<file path="src/rtl/serial_adder.sv">
// -----------------------------------------------------------------------------
// serial_adder
//   Bit-serial adder. The operands are captured on an accepted start. A single
//   full-adder cell then processes one bit per clock, LSB first. The sum,
//   carry-out and signed overflow are published together on completion, and
//   done pulses for one cycle at that point.
//
//   Optional feature macro: SERIAL_ADDER_SUB_EN
//     When defined, the module gains a 'sub' input that selects a-b.
//     Subtraction loads ~b and forces the carry register to 1, so cin is
//     ignored. cout=1 then means "no borrow".
//
// Parameters
//   WIDTH  operand/result width (2..64)
//
// Ports
//   clk    clock, rising edge
//   rst    asynchronous active-high reset
//   start  begin an addition (accepted in IDLE or DONE only)
//   a, b   operands, captured on accepted start
//   cin    carry-in, captured on accepted start
//   sub    (SERIAL_ADDER_SUB_EN only) subtract select, captured on start
//   busy   high while bits are being processed
//   done   one-cycle pulse when sum/cout/ovf have just been updated
//   sum    registered result, held until the next completion
//   cout   registered carry out of the MSB
//   ovf    registered two's-complement overflow
// -----------------------------------------------------------------------------
module serial_adder #(
  parameter int unsigned WIDTH = 8
) (
  input  logic             clk,
  input  logic             rst,
  input  logic             start,
  input  logic [WIDTH-1:0] a,
  input  logic [WIDTH-1:0] b,
  input  logic             cin,
`ifdef SERIAL_ADDER_SUB_EN
  input  logic             sub,
`endif
  output logic             busy,
  output logic             done,
  output logic [WIDTH-1:0] sum,
  output logic             cout,
  output logic             ovf
);

  localparam int unsigned CW = (WIDTH > 1) ? $clog2(WIDTH) : 1;

  typedef enum logic [1:0] {
    IDLE = 2'd0,
    RUN  = 2'd1,
    DONE = 2'd2
  } state_t;

  state_t           state;
  state_t           state_d;

  logic [WIDTH-1:0] a_sh;
  logic [WIDTH-1:0] b_sh;
  logic [WIDTH-1:0] res_sh;
  logic             carry;
  logic [CW-1:0]    cnt;

  logic             accept_c;
  logic             last_c;
  logic             bit_s_c;
  logic             bit_c_c;
  logic [WIDTH-1:0] b_load_c;
  logic             c_load_c;

  // Operand B and the initial carry as they are loaded on an accepted start
`ifdef SERIAL_ADDER_SUB_EN
  always_comb begin
    b_load_c = b;
    c_load_c = cin;
    if (sub) begin
      b_load_c = ~b;
      c_load_c = 1'b1;
    end
  end
`else
  always_comb begin
    b_load_c = b;
    c_load_c = cin;
  end
`endif

  // The single full-adder cell, fed from the LSBs of the shift registers
  always_comb begin
    bit_s_c = a_sh[0] ^ b_sh[0] ^ carry;
    bit_c_c = (a_sh[0] & b_sh[0]) | (a_sh[0] & carry) | (b_sh[0] & carry);
  end

  // State register
  always_ff @(posedge clk or posedge rst) begin
    if (rst) begin
      state <= IDLE;
    end else begin
      state <= state_d;
    end
  end

  // Next-state logic and the accept/last strobes
  always_comb begin
    state_d  = state;
    accept_c = 1'b0;
    last_c   = 1'b0;
    case (state)
      IDLE: begin
        if (start) begin
          accept_c = 1'b1;
          state_d  = RUN;
        end
      end
      RUN: begin
        // start is ignored here; the operation in flight runs to completion
        if (cnt == CW'(WIDTH - 1)) begin
          last_c  = 1'b1;
          state_d = DONE;
        end
      end
      DONE: begin
        // Back-to-back start goes straight to RUN with no dead cycle
        if (start) begin
          accept_c = 1'b1;
          state_d  = RUN;
        end else begin
          state_d = IDLE;
        end
      end
      default: begin
        state_d = IDLE;
      end
    endcase
  end

  // Datapath: shift registers, bit counter and the published result
  always_ff @(posedge clk or posedge rst) begin
    if (rst) begin
      a_sh   <= '0;
      b_sh   <= '0;
      res_sh <= '0;
      carry  <= 1'b0;
      cnt    <= '0;
      busy   <= 1'b0;
      done   <= 1'b0;
      sum    <= '0;
      cout   <= 1'b0;
      ovf    <= 1'b0;
    end else begin
      done <= last_c;
      if (accept_c) begin
        a_sh   <= a;
        b_sh   <= b_load_c;
        carry  <= c_load_c;
        res_sh <= '0;
        cnt    <= '0;
        busy   <= 1'b1;
      end else if (state == RUN) begin
        a_sh   <= a_sh >> 1;
        b_sh   <= b_sh >> 1;
        carry  <= bit_c_c;
        res_sh <= {bit_s_c, res_sh[WIDTH-1:1]};
        cnt    <= cnt + CW'(1);
        if (last_c) begin
          // On the MSB step, carry holds the carry into the MSB and
          // bit_c_c holds the carry out of it
          sum  <= {bit_s_c, res_sh[WIDTH-1:1]};
          cout <= bit_c_c;
          ovf  <= carry ^ bit_c_c;
          busy <= 1'b0;
        end
      end
    end
  end

endmodule

</file>
<file path="config.mk">
export PLATFORM = sky130hd
export DESIGN_NAME = serial_adder
export DESIGN_NICKNAME = d
export VERILOG_FILES = /design/src/rtl/serial_adder.sv
export SDC_FILE = /design/constraint.sdc
export NUM_CORES = 1
export LEC_CHECK = 0
export BUFFER_PORTS_ARGS = -buffer_cell sky130_fd_sc_hd__buf_2
export CAP_MARGIN = 20
export CORE_MARGIN = 2
export CORE_UTILIZATION = 45
export DETAILED_ROUTE_END_ITERATION = 6
export PLACE_DENSITY = 0.64
export SLEW_MARGIN = 10
export SYNTH_ARGS = -nofsm -noshare
export SYNTH_HDL_FRONTEND = slang
export SYNTH_SLANG_ARGS = --single-unit
</file>
<file path="constraint.sdc">
create_clock -name clk -period 3.15 [get_ports clk]
set_input_delay 0.315 -clock clk [delete_from_list [all_inputs] [get_ports clk]]
set_output_delay 0.315 -clock clk [all_outputs]
set_load 0.05 [all_outputs]
</file>
---- Word level (Yosys, flattened, before mapping) ----
Index checks and enable logic that the tools add are counted.
word-level totals
  register bits ........................... 42
  input port bits ......................... 20
  word-level logic and storage cells ...... 54
cells by class
  add/sub/neg operators ................... 1
  eq/ne operators ......................... 5
  mux-type cells .......................... 21
  bitwise operators ....................... 9
  reduce and logical (&&, ||, !) cells .... 7
operators by type and width
  operator                                                               count
  8-bit two-way mux                                                      6
  1-bit two-way mux                                                      10
  3-bit two-way mux                                                      2
  2-bit one-hot mux with 3 select lines                                  1
  2-bit two-way mux                                                      2
  2-bit inequality test, second input constant                           2
  2-bit AND reduction                                                    2
  2-bit nonzero test                                                     2
  3-bit by 1-bit adder with 3-bit output, second input constant          1
  1-bit bitwise AND                                                      3
  3-bit equality test, second input constant                             1
  3-bit AND reduction                                                    1
  1-bit XOR                                                              3
  2-bit by 1-bit equality test with 1-bit output, second input constant  1
  2-bit equality test, second input constant                             1
  2-bit zero test                                                        1
  1-bit bitwise OR                                                       2
  2-bit OR reduction                                                     1
  1-bit inverter                                                         1

---- Logic depth before layout (Yosys ltp) ----
  word-level depth ........................ 6
  gate-level depth with buffers ........... 6

---- Worst setup path after synthesis ----
Ideal clock, no wire load.
  path type ............................... reg2reg
  from .................................... register cnt[0]
  to ...................................... register cout
  arrival ................................. 1.430 ns
  path slack .............................. 1.595 ns
  stages on the path, launching flop included .. 6
  buffers on the path ..................... 1
  clock period less this slack ............ 1.555 ns
  path through ............................ dfrtp_1 ha_1 ha_1 nand3b_2 buf_2 mux2_2
between the ends
  word-level cells in the longest chain between the ends .. 4
ends and longest elaborated chain
  what                                  line  RTL
  from (decl)                           63    logic [CW-1:0] cnt;
  from (signal assigned)                165   cnt <= cnt + CW'(1);
  3-bit equality test                   118   if (cnt == CW'(WIDTH - 1)) begin
  1-bit two-way mux                     118
  1-bit two-way mux                     109   case (state)
  3-bit AND reduction (no source line)  -
  to (signal assigned)                  170   cout <= bit_c_c;
  to (decl)                             44    output logic cout,
Every way passes these cells.
A chain may end at the register's enable or synchronous reset.

---- Final worst setup path ----
  from .................................... register state[1]
  to ...................................... register a_sh[6]
between the ends
  word-level cells in the longest chain between the ends .. 4
  elaborated cells between the ends (all ways) .. 7
  classes of those cells .................. eq/ne (2); mux (2); reduce/logical (3)
ends and longest elaborated chain
  what                                                     line  RTL
  from (decl)                                              56    state_t state;
  from (signal assigned)                                   100   state <= state_d;
  2-bit equality test or 2-bit zero test (tied branches)   109
  2-bit OR reduction (no source line)                      -
  1-bit two-way mux                                        -
  8-bit two-way mux or 2-bit nonzero test (tied branches)  -
  to (signal assigned)                                     161   a_sh <= a_sh >> 1;
  to (decl)                                                59    logic [WIDTH-1:0] a_sh;
Parallel ways exist; a longest one is shown, timed or not.

==> results.yml <==
timing:
  setup_viol_count_final: 0
  achievable-frequency_mhz: 543
  rsz0062_at_grt: "no"
  slew_headroom: 0.461
  final_period_minus_worst_setup_slack_ns: 1.84
  hold_ws_ns: 0.130
  report.final.slew_viol_count: 0
  hold_viol: 0
  worst-slew-pin-transition_ns: 0.809
  timing.setup.tns_ns: 0
  timing.clock.skew_ns: 0.0114
  timing.final.crit_share: 0.585
synth:
  main_combinational_cell_family_by_area_after_synthesis: "multiplexers"
  ys_seq_area_frac: 0.535
  synthXorXnorAreaFrac: 0.00913
  postSynthAreaPerCell_sq_um: 11.1
  synth-compound-area-share: 0.135
  post_synthesis_cell_area_sq_um: 1920
  post_synth_main_area_contributors: "dfrtp_1, mux2_2, a21oi_1"
  syn_nets: 196
  synth.mux.area_fraction: 0.137
  synthAdderAreaFrac: 0.0235
  synth_area_leader_cell: "dfrtp_1"
  post-synth-top-area-fraction: 0.535
  syn-instance-count: 173
  yosys_warnings: 0
  yosys_register_bits: 41
  yosys.area_share.simple: 0.0978
  synth_cell_types: 25
placement:
  dp_hpwl_mm: 2.40
  port_buffers: 31
  gpl.final_weighted_congestion: 0.801
clock_tree:
  post_cts_resize_count: 0
  clock_sinks: 41
  root_cell_of_the_clock_tree: "clkbuf_8"
  numCtsBuffers: 5
  cts-root-to-sink-buffers: 2
  h_tree_lvl_count: 2
  post-cts-setup-buffer-count: 0
  insertion_delay_of_the_later_clocked_pin_in_the_worst_skew_pair_ns: 0.30
  clock_tree_from_tritoncts: "built"
  cts.clk_slew.worst_paths_ns: 0.08
  postCtsHoldBufs: 0
cells_and_area:
  mostFrequentLayoutCell: "dfrtp_1"
  area_growth_syn_to_layout_pct: 15.4
  final_net_count: 224
  drive_gt1_frac: 0.307
  antenna-diode-count: 0
  layout_common_cells: "dfrtp_1, buf_2, mux2_2"
  filler_cell_count: 355
die:
  initial_core_util: 0.473
  dieArea_sq_um: 4800
  std_cell_rows: 23
  core_sq_um: 4060
  dieHeight_um: 69.3
  chipWidth_um: 69.3
  io_pins: 32
setup_path:
  worst-setup-path-type: "flip-flop to flip-flop"
  ff2ff_path_depth: 3
  cp-start-kind: "flip-flop"
  cp_data_required_time_ns: 3.34
  end_kind: "flip-flop"
  rrSetupSlack_ns: 1.31
  regToRegStartpoint: "state[1]$_DFFE_PP0P_"
  worstPathMaxFanout: 21
  worst-endpoint-arrival_ns: 2.03
  critical_path.reg2reg.endpoint: "a_sh[6]$_DFFE_PP0P_"
grt:
  grt_antenna_before_repair: 0
  first_global_vias: 1389
  grt_max_degree: 42
  grt_first_pass_wirelength_mm: 6.02
  global_route.usage.total: 0.159
  global_route.overflow_total: 0
detailed_routing:
  detail_route.first_pass.iterations: 4
  detail_route.drc_violations: 0
  routed_via_density: 5.24
  detail_route.wirelength_mm: 3.50
  routed-via-count: 1320
  dr.first_iter.drc_count: 88
  postRouteAntennaNets: 0
  wl_per_cell_um: 13.9
hold_path:
  timing.hold.worst.class: "input pin to async pin"
pwr:
  static-leakage-power_nw: 1.06
  cellPowerDensity_nw_per_um2: 1110
  irDropWorstVdd_mv: 0.700
status:
  outcome: "finished clean"
run:
  max-cap-violations: 0
-- flip-flops by register name (all words and copies together) (netlist names) --
register  cells
a_sh          8
b_sh          8
busy          1
carry         1
cnt           3
cout          1
done          1
ovf           1
res_sh        7
state         2
sum           8
-- Yosys cell counts --
library cell / n
o22ai_1: 9
a21oi_1: 14
dfrtp_1: 41
a221o_1: 2
and2_4: 1
ha_1: 2
o21ai_0: 13
nand2b_4: 1
buf_6: 2
mux2_2: 18
buf_2: 6
fa_1: 1
nor2b_1: 5
mux2i_1: 6
clkbuf_1: 3
buf_4: 1
a211oi_1: 4
a22o_1: 2
nand2_1: 11
nor2_1: 4
inv_1: 13
nand3_1: 2
xnor2_1: 2
nand3b_2: 1
nand2b_1: 9
-- critical path: stages (launching register included) --
cell and delay, ns:
dfrtp_1 0.68, nand2b_1 0.46, and2_4 0.29, a221o_1 0.30
-- metrics by stage --
stage / utilization / area, sq um / total power [W] / worst slack [ns] / cells
after floorplan: - / 1920 / 0.00178 / 1.60 / 173
after global placement: 0.512 / 2080 / 0.00194 / 1.36 / 244
after detailed placement: 0.512 / 2080 / 0.00199 / 1.30 / 244
after CTS: 0.545 / 2210 / 0.00249 / 1.30 / 252
after global routing: 0.545 / 2210 / 0.00265 / 1.20 / 252
final: 0.545 / 2210 / 0.00246 / 1.31 / 252
-- layer usage --
metal  routed length (um)  global-route usage
met1                 1540               0.182
met3                  162              0.0552
met4                   31              0.0763
met2                 1760               0.266
met5                    0                   0
-- where the power goes --
part / switching, W / internal (W)
combinational: 0.000611 / 0.000417
sequential: 0.000173 / 0.000767
clock: 0.000179 / 0.000315
-- layout make-up --
class                   count  area (sq um)  share of cell area
flip-flops and latches     41          1030               0.464
clock buffers               5          68.8              0.0311
multi-input cells         107           772               0.349
well taps                  50          62.6              0.0283
clock inverters             3          65.1              0.0294
inverters                  13          48.8              0.0220
repair buffers             33           170              0.0769
-- kinds of logic (layout without fill, tap and decap cells) --
logic type               after synthesis  after routing
AO/OA/AOI/OAI                         44             44
XOR/XNOR                               2              2
adder cells (fa/ha/maj)                3              3
buffers and inverters                 25             54
flip-flops                            41             41
multiplexers                          24             24
AND/OR/NAND/NOR                       34             34
-- worst max path at each step --
stage | startpoint | endpoint | slack (ns) | cells after the start
after global placement | state[1]$_DFFE_PP0P_ | a_sh[6]$_DFFE_PP0P_ | 1.36 | 3
after global routing | state[1]$_DFFE_PP0P_ | a_sh[6]$_DFFE_PP0P_ | 1.20 | 3
final | state[1]$_DFFE_PP0P_ | a_sh[6]$_DFFE_PP0P_ | 1.31 | 3
after CTS | state[1]$_DFFE_PP0P_ | a_sh[6]$_DFFE_PP0P_ | 1.30 | 3
after floorplan | cnt[0]$_DFFE_PP0P_ | cout$_DFFE_PP0P_ | 1.60 | 5
after detailed placement | state[1]$_DFFE_PP0P_ | b_sh[6]$_DFFE_PP0P_ | 1.30 | 3
Note: power is estimated with default switching activity, not from simulation.
